[config.mk]
export PLATFORM = sky130hd
export DESIGN_NAME = keypad_scan
export DESIGN_NICKNAME = d
export VERILOG_FILES = /design/src/rtl/keypad_scan.sv
export SDC_FILE = /design/constraint.sdc
export NUM_CORES = 1
export LEC_CHECK = 0
export BUFFER_PORTS_ARGS = -buffer_cell sky130_fd_sc_hd__buf_2
export CELL_PAD_IN_SITES_DETAIL_PLACEMENT = 1
export CELL_PAD_IN_SITES_GLOBAL_PLACEMENT = 2
export CORE_ASPECT_RATIO = 1.25
export CORE_MARGIN = 2
export CORE_UTILIZATION = 43
export CTS_BUF_LIST = sky130_fd_sc_hd__clkbuf_16
export CTS_CLUSTER_DIAMETER = 50
export DETAILED_ROUTE_END_ITERATION = 8
export GPL_TIMING_DRIVEN = 0
export PLACE_DENSITY = 0.84
export REMOVE_ABC_BUFFERS = 1
export SETUP_SLACK_MARGIN = 0.5
export SYNTH_ARGS = -nofsm -noshare
export SYNTH_HDL_FRONTEND = slang
export SYNTH_SLANG_ARGS = --single-unit
[constraint.sdc]
create_clock -name clk -period 4.05 [get_ports clk]
set_clock_uncertainty 0.05 [all_clocks]
set_input_delay 0.81 -clock clk [delete_from_list [all_inputs] [get_ports clk]]
set_output_delay 0.81 -clock clk [all_outputs]
set_load 0.02 [all_outputs]
[src/rtl/keypad_scan.sv]
// 4x4 active-low matrix keypad scanner with press/release debounce.
// Emits a 4-bit key code and a one-cycle flag per accepted press.
module keypad_scan #(
    parameter int SCAN_DIV     = 50000,
    parameter int DEBOUNCE_CNT = 20
) (
    input  logic       clk,
    input  logic       rst,
    input  logic [3:0] row_in,
    output logic [3:0] col_out,
    output logic [3:0] data_out,
    output logic       flag
);

    localparam int DIV_W = $clog2(SCAN_DIV);
    localparam int CNT_W = $clog2(DEBOUNCE_CNT) + 1;
    localparam logic [DIV_W-1:0] DIV_LAST = DIV_W'(SCAN_DIV - 1);
    localparam logic [CNT_W-1:0] CNT_LAST = CNT_W'(DEBOUNCE_CNT - 1);

    typedef enum logic [1:0] {SCAN, DEBOUNCE, PRESSED, RELEASE} state_t;

    state_t           state, state_n;
    logic [3:0]       rows_m, rows_s;
    logic [DIV_W-1:0] div_cnt;
    logic [CNT_W-1:0] cnt, cnt_n;
    logic [1:0]       cap_row, cap_row_n;
    logic [1:0]       cap_col, cap_col_n;
    logic [3:0]       col_n, data_n;
    logic             flag_n;
    logic             tick;
    logic             one_low;
    logic [1:0]       row_idx, col_idx;
    logic [3:0]       col_rot;
    logic [3:0]       cap_pattern;

    function automatic logic [3:0] key_code(input logic [1:0] r, input logic [1:0] c);
        logic [3:0] code;
        case ({r, c})
            4'h0: code = 4'd1;   4'h1: code = 4'd2;   4'h2: code = 4'd3;   4'h3: code = 4'd10;
            4'h4: code = 4'd4;   4'h5: code = 4'd5;   4'h6: code = 4'd6;   4'h7: code = 4'd11;
            4'h8: code = 4'd7;   4'h9: code = 4'd8;   4'hA: code = 4'd9;   4'hB: code = 4'd12;
            4'hC: code = 4'd15;  4'hD: code = 4'd0;   4'hE: code = 4'd14;  default: code = 4'd13;
        endcase
        return code;
    endfunction

    // rows are asynchronous to clk; everything downstream sees only rows_s
    always_ff @(posedge clk or posedge rst) begin
        if (rst) begin
            rows_m <= 4'hF;
            rows_s <= 4'hF;
        end else begin
            rows_m <= row_in;
            rows_s <= rows_m;
        end
    end

    always_ff @(posedge clk or posedge rst) begin
        if (rst)
            div_cnt <= '0;
        else if (tick)
            div_cnt <= '0;
        else
            div_cnt <= div_cnt + 1'b1;
    end

    assign tick        = (div_cnt == DIV_LAST);
    assign col_rot     = {col_out[2:0], col_out[3]};
    assign cap_pattern = ~(4'b0001 << cap_row);

    always_comb begin
        one_low = 1'b1;
        row_idx = 2'd0;
        case (rows_s)
            4'b1110: row_idx = 2'd0;
            4'b1101: row_idx = 2'd1;
            4'b1011: row_idx = 2'd2;
            4'b0111: row_idx = 2'd3;
            default: one_low = 1'b0;
        endcase
    end

    always_comb begin
        case (col_out)
            4'b1101: col_idx = 2'd1;
            4'b1011: col_idx = 2'd2;
            4'b0111: col_idx = 2'd3;
            default: col_idx = 2'd0;
        endcase
    end

    always_ff @(posedge clk or posedge rst) begin
        if (rst) begin
            state    <= SCAN;
            cnt      <= '0;
            cap_row  <= 2'd0;
            cap_col  <= 2'd0;
            col_out  <= 4'b1110;
            data_out <= 4'd0;
            flag     <= 1'b0;
        end else begin
            state    <= state_n;
            cnt      <= cnt_n;
            cap_row  <= cap_row_n;
            cap_col  <= cap_col_n;
            col_out  <= col_n;
            data_out <= data_n;
            flag     <= flag_n;
        end
    end

    // Only tick cycles move the FSM; flag_n defaults low so the strobe self-clears
    always_comb begin
        state_n   = state;
        cnt_n     = cnt;
        cap_row_n = cap_row;
        cap_col_n = cap_col;
        col_n     = col_out;
        data_n    = data_out;
        flag_n    = 1'b0;
        if (tick) begin
            case (state)
                SCAN: begin
                    if (one_low) begin
                        cap_row_n = row_idx;
                        cap_col_n = col_idx;
                        cnt_n     = '0;
                        state_n   = DEBOUNCE;
                    end else begin
                        col_n = col_rot;
                    end
                end
                DEBOUNCE: begin
                    if (rows_s == cap_pattern) begin
                        if (cnt == CNT_LAST) begin
                            data_n  = key_code(cap_row, cap_col);
                            flag_n  = 1'b1;
                            state_n = PRESSED;
                        end else begin
                            cnt_n = cnt + 1'b1;
                        end
                    end else begin
                        state_n = SCAN;
                        col_n   = col_rot;
                    end
                end
                PRESSED: begin
                    if (rows_s == 4'hF) begin
                        cnt_n   = '0;
                        state_n = RELEASE;
                    end
                end
                RELEASE: begin
                    if (rows_s == 4'hF) begin
                        if (cnt == CNT_LAST)
                            state_n = SCAN;
                        else
                            cnt_n = cnt + 1'b1;
                    end else begin
                        cnt_n = '0;
                    end
                end
                default: state_n = SCAN;
            endcase
        end
    end

endmodule

# Word level (Yosys, flattened, before mapping)

Memories as Yosys holds them, arrays and structs flattened. A register that Yosys moved wholly into a read port is not among the register bits.
Index checks and enable logic that the tools add are counted.

Flip-flop bits (word level): 41
Bits in read-only memories: 64
Logic and storage cells: 68
Memories kept: 1

$add $sub $neg: 2
Equality and inequality tests: 22
Shift operators: 1
Mux-type cells: 24
Bitwise operators: 1
Reductions and logical operators: 8

Memory list:

| memory           | depth | width | read ports | clocked after Yosys merged registers in | wr ports | line | text |
|---|---|---|---|---|---|---|---|
| (name not given) | 16    | 4     | 1          | 1                                       | 0        | 38   | `case ({r, c})` |

Operators with widths:

| kind                                                                   | number |
|---|---|
| 6-bit two-way mux                                                      | 5 |
| 4-bit equality test (second input constant)                            | 6 |
| 6-bit one-hot mux with 4 select lines                                  | 1 |
| 16-bit by 1-bit adder with 16-bit output (second input constant)       | 1 |
| 16-bit equality test (second input constant)                           | 1 |
| 16-bit two-way mux                                                     | 1 |
| 2-bit inequality test (second input constant)                          | 7 |
| 2-bit two-way mux                                                      | 6 |
| 2-bit one-hot mux with 3 select lines                                  | 2 |
| 4-bit AND reduction                                                    | 3 |
| 4-bit by 3-bit equality test with 1-bit output (second input constant) | 2 |
| 4-bit two-way mux                                                      | 2 |
| 2-bit one-hot mux with 4 select lines                                  | 1 |
| 4-bit one-hot mux with 2 select lines                                  | 1 |
| 6-bit by 1-bit adder with 6-bit output (second input constant)         | 1 |
| 6-bit by 5-bit equality test with 1-bit output (second input constant) | 1 |
| 6-bit AND reduction                                                    | 1 |
| 1-bit two-way mux                                                      | 5 |
| 2-bit equality test (second input constant)                            | 2 |
| 4-bit equality test                                                    | 1 |
| 4-bit NOT                                                              | 1 |
| 4-bit OR reduction                                                     | 1 |
| 1-bit by 2-bit << shifter with 4-bit output (first input constant)     | 1 |
| 3-bit inequality test (second input constant)                          | 1 |
| other kinds (4)                                                        | 4 |

# Depth between registers and ports, before layout

Word-level depth: 6
Depth in mapped cells: 6

# Least setup slack after synthesis

Ideal clock, no wire load.

Path type: register to register
Start point: register rows_s[3]
End point: register cnt[2]
Library setup time: 0.141 ns
Arrival: 1.764 ns
Slack: 2.096 ns
Cell stages (with the launch flop): 6
Buffers on the path: 0
Period minus slack after synthesis: 1.954 ns
Cells stage by stage: dfstp_2 or3b_1 a21o_1 and3_4 a2111oi_0 mux2i_1

Word-level cells in the longest chain between the ends: 5
Elaborated cells on any way between the ends: 14
Those cells by class: 9 x eq/ne; 3 x mux; 2 x reduce/logical

Ends and longest elaborated chain:

| element                                                                                      | line | text |
|---|---|---|
| start, declared                                                                              | 23   | `logic [3:0] rows_m, rows_s;` |
| start signal, assigned                                                                       | 54   | `rows_s <= rows_m;` |
| 4-bit by 3-bit equality test with 1-bit output / 4-bit equality test (equally long branches) | 74   | `case (rows_s)` |
| 4-bit OR reduction (no line)                                                                 | -    |  |
| 1-bit two-way mux                                                                            | 74   |  |
| 2-bit inequality test (no line)                                                              | -    |  |
| 4-bit AND reduction (no line)                                                                | -    |  |
| end signal, assigned                                                                         | 103  | `cnt <= cnt_n;` |
| end, declared                                                                                | 25   | `logic [CNT_W-1:0] cnt, cnt_n;` |

Several ways; a longest one is shown, not always the timed one.
A chain may end at the register's enable or synchronous reset.

# Worst setup path in the final report

Ends and elaborated chain as after synthesis.

==> impl_results.md <==
- Run status: finished clean
- Critical Path Slowest Stage Cell: dfstp_2
- Final ANT Viol Nets: 0
- Vias in the first global route: around 1800
- DR vias/cell: 5.70
- Layout cell share with drive strength beyond 1: a little over a fifth
- First-pass GRT wire length: a little under 9000 µm
- Synth Warn #: 0
- Initial core utilization: roughly 44%
- Clk buf depth: 2
- Min-Delay Path Class: flop to flop
- Diodes inserted: 0
- Peak VDD IR: approximately 0.25 mV
- DIE HEIGHT: between 80 and 90 µm
- Crit Path Max Fanout: 14
- Number of post-CTS setup repair buffers: 0
- Setup-failing EPs final: 0
- Row Count: 31
- Setup crit end kind: flop
- Die area: about 6400 µm²
- Most frequent cells in the layout: dfrtp_1, nand2_1, nor2_1, buf_2, inv_1
- Clk Latency, worst-skew pair: between 0.2 and 0.3 ns
- DP Wirelength: around 3600 µm
- Pleak: 0.00122 µW
- Final hold violation count: 0
- Layout net count: between 200 and 300
- Final Wtd Congestion: between 0.7 and 0.8
- Pins Over Slew Limit: 0
- Setup crit start kind: flop
- Area growth from synthesis to layout: 11.3%
- Number of synthesized flops with an enable pin: 0
- Cts bufs inserted: 5
- Number of fillers in the final layout: between 600 and 700
- Relative slew slack: 56.9%
- Ys flop type: dfrtp_1
- Vias: roughly 1800
- Count of cell types in the netlist: a little over 50
- Root Buffer: clkbuf_16
- Clk sinks: 45
- Post-route setup TNS: 0 ns
- Tmin final: about 2.4 ns
- Fmax: 418 MHz
- Cell Area, Synth: 2490 µm²
- Leading cell type in the layout, fill and taps excluded: dfrtp_1
- Wire length per cell: 16.2 µm
- Max stage delay on crit path: roughly 0.7 ns
- Seq cells post-synth: 45
- TritonCTS clock tree: done
- Num ports: 15
- Pre-antenna DRT Iters: 4
- PostCTS Resize Cnt: 0
- Clk pin slew, worst setup/hold paths: 0.07 ns
- GRT overflow: 0
- CTS Hold Bufs: 0
- Period utilization: 59.1%
- Req. time, crit path: just over 4 ns
- Mapped Cells: between 200 and 250
- RSZ-0062 raised after global routing: false
- Fin area: about 2800 µm²
- Asr flop ratio synth: 100%
- Largest net degree at the start of global routing: 38
- DR DRC count: 0
- Crit path cell chain: or3b_2 > o22ai_1 > nor3_1 > a2111oi_0 > mux2i_1
- Maxcap violations: 0
- Worst Path Arrival: 2.49 ns
- Sequential element share of the synthesized area: 45.8%
- Placed Area: about 2600 µm²
- Core area: 5700 µm²
- PD cells: between 300 and 400 nW/µm²
- Post-Route WL: a little over 5000 µm
- Antenna violations before repair: 0
- H-tree depth: 2
- PortBufs: 14
- Gr usage total: around 18%
- Detailed Route Iter0 Violations: 76
- Setup CP Type: flop to flop
- Chip width: approximately 72 µm
- Worst Max-Slew Pin Slew: between 0.6 and 0.7 ns
- Post-Syn Area per Cell: 10.6 µm²
==> logic make-up after synthesis <==
group	after synthesis	synth area share, %
AO/OA/AOI/OAI	36	10.8
XOR/XNOR	20	7.04
adder cells (fa/ha/maj)	8	4.02
buffers and inverters	21	3.72
flip-flops	45	45.8
multiplexers	17	7.34
AND/OR/NAND/NOR	87	21.3
==> worst max-delay path, delay by kind of cell, from the launching register on <==
family | cells | cell delay [ns]
AOI/OAI and AO/OA | 2 | 0.74
DFF | 1 | 0.69
muxes | 1 | 0.14
and+or+nand+nor | 2 | 0.62
==> stage by stage <==
step	worst slack [ns]	hold slack, ns	util [%]	power [µW]	cells
detailed placement	1.69	0.297	45.9	505	307
floorplan	1.99	0.295	-	491	226
CTS	1.65	0.308	48.6	929	315
global placement	1.57	0.296	45.6	501	306
finish	1.66	0.307	48.6	913	315
global route	1.46	0.314	48.6	951	315
==> per-layer routing <==
layer / vias up / track usage (%) / wire length (µm)
li1: 875 / - / -
met2: 21 / 31.0 / 2670
met5: - / 0 / 0
met3: 5 / 3.72 / 118
met1: 894 / 22.6 / 2250
met4: 0 / 5.66 / 71
==> cells in the mapped netlist (2+ instances only) <==
cell type	n	area, µm²
dfrtp_1	34	851
nand2_1	17	63.8
nor2_1	16	60.1
inv_1	13	48.8
dfstp_2	11	289
mux2_2	10	113
xnor2_1	10	87.6
xor2_1	10	87.6
nand3_1	9	45.0
o21ai_0	9	45.0
ha_1	8	100
mux2i_1	7	70.1
nor3_1	7	35.0
a21oi_1	6	30.0
and3_1	5	31.3
nand4_1	5	31.3
a2111oi_0	4	35.0
and4_1	4	35.0
clkbuf_1	4	15.0
and2_1	3	18.8
nand3b_1	3	22.5
o2111ai_1	3	26.3
and4bb_2	2	25.0
buf_2	2	10.0
nor2b_1	2	12.5
nor3b_1	2	15.0
nor4b_1	2	17.5
o211ai_1	2	15.0
o22ai_1	2	12.5
==> area by class of cell <==
class | instances | area [µm²] | share of cell area, %
Timing Repair Buffer | 15 | 90.1 | 3.25
Inverter | 13 | 48.8 | 1.76
Clock buffer | 5 | 125 | 4.52
Sequential cell | 45 | 1140 | 41.2
Multi-Input combinational cell | 168 | 1260 | 45.4
Clock inverter | 3 | 26.3 | 0.949
Tap cell | 66 | 82.6 | 2.98
==> sequential cells by signal, summed over array words and instances (netlist names), named ones only <==
signal / flops
div_cnt: 16
cnt: 6
col_out: 4
data_out: 4
rows_m: 4
rows_s: 4
cap_col: 2
cap_row: 2
flag: 1
state: 1
==> where the power goes <==
part           internal (µW)  switching (µW)  total (µW)
logic                   11.9            17.2        29.1
clock network            235             182         418
registers                457            9.30         466
==> path summary, 6_finish.rpt <==
kind | from | to | slack, ns | cells past startpoint
min in group asynchronous | rst | col_out[0] | 0.38 | 2
min reg2reg | rows_m[0] | rows_s[0] | 0.31 | 0
max reg2reg | rows_s[3] | cnt[2] | 1.66 | 5
min | rows_m[0] | rows_s[0] | 0.31 | 0
max | rows_s[3] | cnt[2] | 1.66 | 5
max in group asynchronous | rst | rows_s[3] | 3.07 | 3
Power figures use the tool's default switching activity.
